**config.mk**
```make
export PLATFORM = sky130hd
export DESIGN_NAME = hazard_stall_controller_flat
export DESIGN_NICKNAME = d
export VERILOG_FILES = /design/src/rtl/hazard_pkg.sv /design/src/rtl/hazard_stall_controller_if.sv /design/src/rtl/hazard_compare.sv /design/src/rtl/hazard_stall_controller.sv /design/src/flat_wrapper.sv
export SDC_FILE = /design/constraint.sdc
export NUM_CORES = 1
export LEC_CHECK = 0
export ABC_AREA = 1
export BUFFER_PORTS_ARGS = -buffer_cell sky130_fd_sc_hd__buf_2
export CAP_MARGIN = 0
export CORE_AREA = 5 5 71 73
export CTS_BUF_LIST = sky130_fd_sc_hd__clkbuf_8
export DETAILED_ROUTE_END_ITERATION = 7
export DIE_AREA = 0 0 76 78
export PLACE_DENSITY_LB_ADDON = 0.3
export SLEW_MARGIN = 10
export SYNTH_ARGS = -nofsm -noshare
export SYNTH_HDL_FRONTEND = slang
export SYNTH_HIERARCHICAL = 1
export SYNTH_SLANG_ARGS = --single-unit
```
**constraint.sdc**
```tcl
create_clock -name clk -period 4.7 [get_ports clk]
set_input_delay 1.41 -clock clk [delete_from_list [all_inputs] [get_ports clk]]
set_output_delay 1.41 -clock clk [all_outputs]
set_load 0.03 [all_outputs]
```
**src/rtl/hazard_pkg.sv**
```systemverilog
// Shared definitions for the ID-stage hazard/stall logic: FSM states,
// default register-specifier width and the legal load-use stall range.
package hazard_pkg;

    localparam int DEF_REG_ADDR_W      = 5;
    localparam int LOAD_USE_STALLS_MIN = 1;
    localparam int LOAD_USE_STALLS_MAX = 7;
    localparam int STALL_CNT_W         = 3;

    typedef enum logic {
        IDLE  = 1'b0,
        STALL = 1'b1
    } stallState_e;

endpackage

```
**src/rtl/hazard_stall_controller_if.sv**
```systemverilog
// ID-stage hazard bus: register specifiers and pipeline status in from the
// datapath, hold/flush/bubble controls and stall statistics back out.
interface hazard_stall_controller_if
    import hazard_pkg::*;
#(
    parameter int REG_ADDR_W = DEF_REG_ADDR_W,
    parameter int CNT_W      = 16
);

    logic [REG_ADDR_W-1:0] IFIDRegrs;
    logic [REG_ADDR_W-1:0] IFIDRegrt;
    logic                  IFIDUseRs;
    logic                  IFIDUseRt;
    logic [REG_ADDR_W-1:0] IDEXRegrt;
    logic                  memRead;
    logic                  branchTaken;
    logic                  memBusy;

    logic                  controlMUX;
    logic                  IFIDRegHOLD;
    logic                  pcHOLD;
    logic                  IFIDFlush;
    logic                  IDEXHOLD;
    logic                  stallBusy;
    logic [CNT_W-1:0]      stallCount;

    // Pipeline datapath side.
    modport master (
        output IFIDRegrs, IFIDRegrt, IFIDUseRs, IFIDUseRt,
        output IDEXRegrt, memRead, branchTaken, memBusy,
        input  controlMUX, IFIDRegHOLD, pcHOLD, IFIDFlush,
        input  IDEXHOLD, stallBusy, stallCount
    );

    // Hazard controller side.
    modport slave (
        input  IFIDRegrs, IFIDRegrt, IFIDUseRs, IFIDUseRt,
        input  IDEXRegrt, memRead, branchTaken, memBusy,
        output controlMUX, IFIDRegHOLD, pcHOLD, IFIDFlush,
        output IDEXHOLD, stallBusy, stallCount
    );

endinterface

```
**src/rtl/hazard_compare.sv**
```systemverilog
// Register-match logic: does a valid destination in a later stage collide with
// a source operand the ID instruction actually reads? Register 0 never matches
// because it is hardwired to zero. Shared with the forwarding unit.
module hazard_compare
    import hazard_pkg::*;
#(
    parameter int REG_ADDR_W = DEF_REG_ADDR_W
) (
    input  logic [REG_ADDR_W-1:0] srcRs,
    input  logic [REG_ADDR_W-1:0] srcRt,
    input  logic                  useRs,
    input  logic                  useRt,
    input  logic [REG_ADDR_W-1:0] dstReg,
    input  logic                  dstValid,
    output logic                  match
);

    logic dstNonZero;
    logic rsHit;
    logic rtHit;

    // Per-operand qualification; an rs+rt double hit still yields one match.
    always_comb begin
        dstNonZero = (dstReg != '0);
        rsHit      = useRs && (dstReg == srcRs);
        rtHit      = useRt && (dstReg == srcRt);
        match      = dstValid && dstNonZero && (rsHit || rtHit);
    end

endmodule

```
**src/rtl/hazard_stall_controller.sv**
```systemverilog
// ID-stage load-use hazard controller. Inserts LOAD_USE_STALLS bubbles per
// load-use hazard, freezes the whole pipeline while data memory is busy and
// flushes IF/ID on a taken branch. Outputs are combinational so a hazard
// stalls in the very cycle it is seen; a saturating counter tallies bubbles.
module hazard_stall_controller
    import hazard_pkg::*;
#(
    parameter int REG_ADDR_W      = DEF_REG_ADDR_W,
    parameter int LOAD_USE_STALLS = 1,
    parameter int CNT_W           = 16
) (
    input  logic                      clk,
    input  logic                      rst_n,
    hazard_stall_controller_if.slave  hazIf
);

    // Elaboration-time guard: the 3-bit down-counter only covers 1..7 bubbles.
    generate
        if (LOAD_USE_STALLS < LOAD_USE_STALLS_MIN ||
            LOAD_USE_STALLS > LOAD_USE_STALLS_MAX) begin : gBadStallCount
            $error("hazard_stall_controller: LOAD_USE_STALLS out of range 1..7");
        end
    endgenerate

    localparam bit                   MULTI_STALL = (LOAD_USE_STALLS > 1);
    localparam logic [STALL_CNT_W-1:0] STALL_RELOAD = STALL_CNT_W'(LOAD_USE_STALLS - 1);

    stallState_e            stateQ;
    stallState_e            stateD;
    logic [STALL_CNT_W-1:0] cntQ;
    logic [STALL_CNT_W-1:0] cntD;
    logic [CNT_W-1:0]       stallCountQ;
    logic [CNT_W-1:0]       stallCountD;
    logic                   bubbleInserted;
    logic                   hazard;

    logic ctrlMuxRaw;
    logic ifidHoldRaw;
    logic pcHoldRaw;
    logic ifidFlushRaw;
    logic idexHoldRaw;

    // Saturating +1 for the performance counter; it must never wrap.
    function automatic logic [CNT_W-1:0] satIncrement(input logic [CNT_W-1:0] value);
        if (&value) begin
            return value;
        end
        return value + CNT_W'(1);
    endfunction

    hazard_compare #(
        .REG_ADDR_W (REG_ADDR_W)
    ) uCompare (
        .srcRs    (hazIf.IFIDRegrs),
        .srcRt    (hazIf.IFIDRegrt),
        .useRs    (hazIf.IFIDUseRs),
        .useRt    (hazIf.IFIDUseRt),
        .dstReg   (hazIf.IDEXRegrt),
        .dstValid (hazIf.memRead),
        .match    (hazard)
    );

    // Next-state and control decode; memBusy beats branchTaken beats stalling.
    always_comb begin
        stateD         = stateQ;
        cntD           = cntQ;
        bubbleInserted = 1'b0;
        ctrlMuxRaw     = 1'b0;
        ifidHoldRaw    = 1'b0;
        pcHoldRaw      = 1'b0;
        ifidFlushRaw   = 1'b0;
        idexHoldRaw    = 1'b0;

        if (hazIf.memBusy) begin
            // Whole pipeline frozen; EX contents re-present next cycle.
            pcHoldRaw   = 1'b1;
            ifidHoldRaw = 1'b1;
            idexHoldRaw = 1'b1;
        end else if (hazIf.branchTaken) begin
            // ID instruction is wrong-path, so any pending stall is moot.
            ifidFlushRaw = 1'b1;
            ctrlMuxRaw   = 1'b1;
            stateD       = IDLE;
            cntD         = '0;
        end else begin
            unique case (stateQ)
                IDLE: begin
                    if (hazard) begin
                        ctrlMuxRaw     = 1'b1;
                        ifidHoldRaw    = 1'b1;
                        pcHoldRaw      = 1'b1;
                        bubbleInserted = 1'b1;
                        if (MULTI_STALL) begin
                            stateD = STALL;
                            cntD   = STALL_RELOAD;
                        end
                    end
                end
                STALL: begin
                    // The load has moved on; keep bubbling until cnt runs out.
                    ctrlMuxRaw     = 1'b1;
                    ifidHoldRaw    = 1'b1;
                    pcHoldRaw      = 1'b1;
                    bubbleInserted = 1'b1;
                    cntD           = cntQ - STALL_CNT_W'(1);
                    if (cntQ == STALL_CNT_W'(1)) begin
                        stateD = IDLE;
                    end
                end
                default: begin
                    stateD = IDLE;
                    cntD   = '0;
                end
            endcase
        end

        stallCountD = bubbleInserted ? satIncrement(stallCountQ) : stallCountQ;
    end

    // State, bubble down-counter and performance counter registers.
    always_ff @(posedge clk or negedge rst_n) begin
        if (!rst_n) begin
            stateQ      <= IDLE;
            cntQ        <= '0;
            stallCountQ <= '0;
        end else begin
            stateQ      <= stateD;
            cntQ        <= cntD;
            stallCountQ <= stallCountD;
        end
    end

    // Outputs forced low while reset is asserted, even if a hazard is present.
    always_comb begin
        hazIf.controlMUX  = rst_n && ctrlMuxRaw;
        hazIf.IFIDRegHOLD = rst_n && ifidHoldRaw;
        hazIf.pcHOLD      = rst_n && pcHoldRaw;
        hazIf.IFIDFlush   = rst_n && ifidFlushRaw;
        hazIf.IDEXHOLD    = rst_n && idexHoldRaw;
        hazIf.stallBusy   = rst_n && (stateQ == STALL);
        hazIf.stallCount  = rst_n ? stallCountQ : '0;
    end

endmodule
```
**src/flat_wrapper.sv**
```systemverilog
// flat-port wrapper written by rule: the top's interface ports become plain ports
module hazard_stall_controller_flat import hazard_pkg::*;
#(
    parameter int REG_ADDR_W      = DEF_REG_ADDR_W,
    parameter int LOAD_USE_STALLS = 1,
    parameter int CNT_W           = 16
)
  (clk, rst_n, hazIf_IFIDRegrs, hazIf_IFIDRegrt, hazIf_IFIDUseRs, hazIf_IFIDUseRt, hazIf_IDEXRegrt, hazIf_memRead, hazIf_branchTaken, hazIf_memBusy, hazIf_controlMUX, hazIf_IFIDRegHOLD, hazIf_pcHOLD, hazIf_IFIDFlush, hazIf_IDEXHOLD, hazIf_stallBusy, hazIf_stallCount);
  hazard_stall_controller_if #(.REG_ADDR_W(REG_ADDR_W), .CNT_W(CNT_W)) hazIf_i ();
  input  logic clk;
  input  logic rst_n;
  input wire logic [$bits(hazIf_i.IFIDRegrs)-1:0] hazIf_IFIDRegrs;
  input wire logic [$bits(hazIf_i.IFIDRegrt)-1:0] hazIf_IFIDRegrt;
  input wire logic [$bits(hazIf_i.IFIDUseRs)-1:0] hazIf_IFIDUseRs;
  input wire logic [$bits(hazIf_i.IFIDUseRt)-1:0] hazIf_IFIDUseRt;
  input wire logic [$bits(hazIf_i.IDEXRegrt)-1:0] hazIf_IDEXRegrt;
  input wire logic [$bits(hazIf_i.memRead)-1:0] hazIf_memRead;
  input wire logic [$bits(hazIf_i.branchTaken)-1:0] hazIf_branchTaken;
  input wire logic [$bits(hazIf_i.memBusy)-1:0] hazIf_memBusy;
  output wire logic [$bits(hazIf_i.controlMUX)-1:0] hazIf_controlMUX;
  output wire logic [$bits(hazIf_i.IFIDRegHOLD)-1:0] hazIf_IFIDRegHOLD;
  output wire logic [$bits(hazIf_i.pcHOLD)-1:0] hazIf_pcHOLD;
  output wire logic [$bits(hazIf_i.IFIDFlush)-1:0] hazIf_IFIDFlush;
  output wire logic [$bits(hazIf_i.IDEXHOLD)-1:0] hazIf_IDEXHOLD;
  output wire logic [$bits(hazIf_i.stallBusy)-1:0] hazIf_stallBusy;
  output wire logic [$bits(hazIf_i.stallCount)-1:0] hazIf_stallCount;
  assign hazIf_i.IFIDRegrs = hazIf_IFIDRegrs;
  assign hazIf_i.IFIDRegrt = hazIf_IFIDRegrt;
  assign hazIf_i.IFIDUseRs = hazIf_IFIDUseRs;
  assign hazIf_i.IFIDUseRt = hazIf_IFIDUseRt;
  assign hazIf_i.IDEXRegrt = hazIf_IDEXRegrt;
  assign hazIf_i.memRead = hazIf_memRead;
  assign hazIf_i.branchTaken = hazIf_branchTaken;
  assign hazIf_i.memBusy = hazIf_memBusy;
  assign hazIf_controlMUX = hazIf_i.controlMUX;
  assign hazIf_IFIDRegHOLD = hazIf_i.IFIDRegHOLD;
  assign hazIf_pcHOLD = hazIf_i.pcHOLD;
  assign hazIf_IFIDFlush = hazIf_i.IFIDFlush;
  assign hazIf_IDEXHOLD = hazIf_i.IDEXHOLD;
  assign hazIf_stallBusy = hazIf_i.stallBusy;
  assign hazIf_stallCount = hazIf_i.stallCount;
  hazard_stall_controller #(.REG_ADDR_W(REG_ADDR_W), .LOAD_USE_STALLS(LOAD_USE_STALLS), .CNT_W(CNT_W)) u_core (.clk(clk), .rst_n(rst_n), .hazIf(hazIf_i));
endmodule
```
==> out/qor.txt <==
clock sinks: 20
Storage cell area: 500 µm²
Post-DRT Antenna Nets: 0
kind of critical path: in -> out
fin worst setup slack: 642 ps
Synth top area share: 30.2%
Cell Chain, Critical Path: buf_2, inv_1, nand2_1, nand2_1, nor2_1, nand3_1, a21oi_1, inv_1, nand2_1, nand2_1, o21ai_0, buf_2
post-DR wirelength/cell: 9.65 µm
clock root cell: clkbuf_8
critical path's slowest cell: buf_2
CP endpoint kind: primary output
crit path buf inv count: 4
clk buf depth: 2
Fillers: 464
VDD IR-drop max: 0.116 mV
LEAKAGE: 1.27 nW
Initial Utilization: 38.5%
Synth Instances: 276
largest net degree at the start of global routing: 17
clk_skew: 4.66 ps
fin util: 46.5%
DR pass1 iterations: 4
maxcap violations: 0
commonest non-fill, non-tap cell in the layout: nand2_1
Critical Path Start Type: input pin
PwrDens: 233 nW/µm²
Synth Area in Adders: 2.27%
H-tree depth: 1
Max Fclk: 246 MHz
fin nets: 347
total power: 0.465 mW
Post-Synth Simple-Gate Area: 43.7%
post-synthesis net count: 301
area of the multi-input gates: 895 µm²
flops & latches, synth: 20
ANT cells: 0
DR iter-0 viols: 76
CTS Buf Count: 3
post-synthesis mux area share: 0%
largest family of logic cells by synthesized area: simple AND/OR/NAND/NOR gates
die area: 5930 µm²
CP arrival: 2650 ps
largest fanout on the critical path: 3
dpl ws: 632 ps
design area: 2000 µm²
post-placement cell area: 1920 µm²
Synth cell types: 25
Reg-to-Reg End: u_core/stallCountQ[3]$_DFFE_PN0P_
synthesized area: 1660 µm²
Post-DP HPWL: 2910 µm
Worst-Margin Slew: 396 ps
Total Wirelength: 3600 µm
R2R Setup Slk: 3130 ps
grt ovf: 0
Area Overhead vs Synth: 20.6%
CTS tree: done
Die Y-Extent: 78 µm
Top delay family on crit path: buffers and inverters
cell taking the most area after synthesis: dfrtp_1
initial antenna violation count: 0
final RePlAce weighted congestion: 0.776
row cnt: 24
hold crit path type: reg -> reg
Slew Limit Fails: 0
Final setup viols: 0
most frequent CP cell: nand2_1
fraction of layout cells with a size suffix above 1: 19.6%
Post-CTS Setup Repair Bufs: 0
Compound-Gate Fraction of Synth Area: 4.91%
GRT Util Overall: 12.7%
post-CTS sizing: 0
syn_area_per_cell: 6.00 µm²
fin crit period: 4060 ps
xor and xnor fraction of the mapped netlist area: 3.17%
hold path depth: 2
setup_tns: 0 ps
Hold Path Sink: u_core/cntQ[1]$_DFFE_PN0P_
status: complete, no violations
Synth area leaders: dfrtp_1 (30%), nand2_1 (24%), inv_1 (14%)
RR Startpoint: u_core/stallCountQ[0]$_DFFE_PN0P_
Slew Limit Headroom: 73.3%
vias in the first global route: 1589
register area share after synthesis: 30.2%
Largest stage delay, worst path: 240 ps
RSZ-0062 raised after global routing: false
CP required: 3290 ps
first-pass GRT wire length: 6480 µm
Skew-Pair Late Insertion Delay: 260 ps
core area: 4290 µm²
Hold Path Origin: u_core/cntQ[1]$_DFFE_PN0P_
port bufs: 43
most frequent cells in the layout: nand2_1 (108), inv_1 (60), buf_2 (43)
Ports: 44
# hold bufs at CTS: 0
Final Hold Viols: 0
Ys Warns: 6
vias per inst: 4.49
R2R depth: 8
routed vias: 1673
Die X-Extent: 76 µm
final period utilization: 86.3%
Clk pin slew, worst setup/hold paths: 80 ps
final routed DRC violation total: 0
## area by class of cell
cell class	instances	area share, %
Timing Repair Buffer	45	11.5
Clock inverter	1	1.50
Inverter	62	11.7
Sequential cell	20	25.1
Clock buffer	3	2.07
Multi-Input combinational cell	190	44.8
Tap cell	52	3.26
## registers in the layout, summed over array words and instances, names as in the netlist
register	cells
u_core/stateQ	1
u_core/stallCountQ	16
u_core/cntQ	3
## how the worst max path moves through the flow
stage,from,to,cells past startpoint
after floorplan,hazIf_IDEXRegrt[3],hazIf_pcHOLD,11
after global placement,hazIf_IDEXRegrt[1],hazIf_pcHOLD,12
after detailed placement,hazIf_IDEXRegrt[1],hazIf_IFIDRegHOLD,12
after CTS,hazIf_IDEXRegrt[1],hazIf_IFIDRegHOLD,12
after global routing,hazIf_IDEXRegrt[3],hazIf_IFIDRegHOLD,12
final,hazIf_IDEXRegrt[1],hazIf_IFIDRegHOLD,12
## cell usage after synthesis
| cell | n |
|---|---|
| a21oi_1 | 4 |
| a311oi_1 | 1 |
| buf_1 | 1 |
| buf_4 | 1 |
| buf_6 | 1 |
| clkbuf_1 | 1 |
| clkinv_2 | 1 |
| dfrtp_1 | 20 |
| ha_1 | 3 |
| inv_1 | 60 |
| inv_2 | 1 |
| nand2_1 | 108 |
| nand2_2 | 2 |
| nand2_4 | 3 |
| nand3_1 | 12 |
| nand3_2 | 2 |
| nand4_1 | 9 |
| nor2_1 | 25 |
| nor2_2 | 3 |
| nor2_4 | 2 |
| o21ai_0 | 7 |
| o21ai_1 | 2 |
| o31ai_1 | 1 |
| xnor2_1 | 5 |
| xor2_1 | 1 |
## metal layers
metal  track usage, %  vias up  routed length [µm]
li1                 -      912                   -
met5                0        -                   0
met2             23.6       48                1720
met3             2.43        2                 216
met4             3.20        0                  24
met1             14.7      711                1640
## report_power, final
part / internal, mW / total, mW / switching (mW)
Combinational: 0.0335 / 0.0893 / 0.0558
Sequential: 0.184 / 0.199 / 0.0146
Clock: 0.114 / 0.177 / 0.0632
Total: 0.331 / 0.465 / 0.134
## worst reg2reg max path, stage by stage, from the launching register on
cell and delay, ps:
dfrtp_1 450, ha_1 260, nand3_2 120, inv_1 50, nand2_1 90, nor2_1 60
nor2_2 310, nand2_1 90, o21ai_1 80
## logic make-up after synthesis
group                      count (synthesis)
xor gates and xnor gates                   6
and+or+nand+nor                          166
AOI/OAI and AO/OA                         15
buffers and inverters                     66
adders and majority gates                  3
DFF                                       20
## stage by stage
step,hold slack (ps),instances
floorplan,452,276
global placement,470,369
detailed placement,472,369
CTS,493,373
global route,546,373
finish,492,373
No activity file was read; power rests on OpenSTA's default activity.
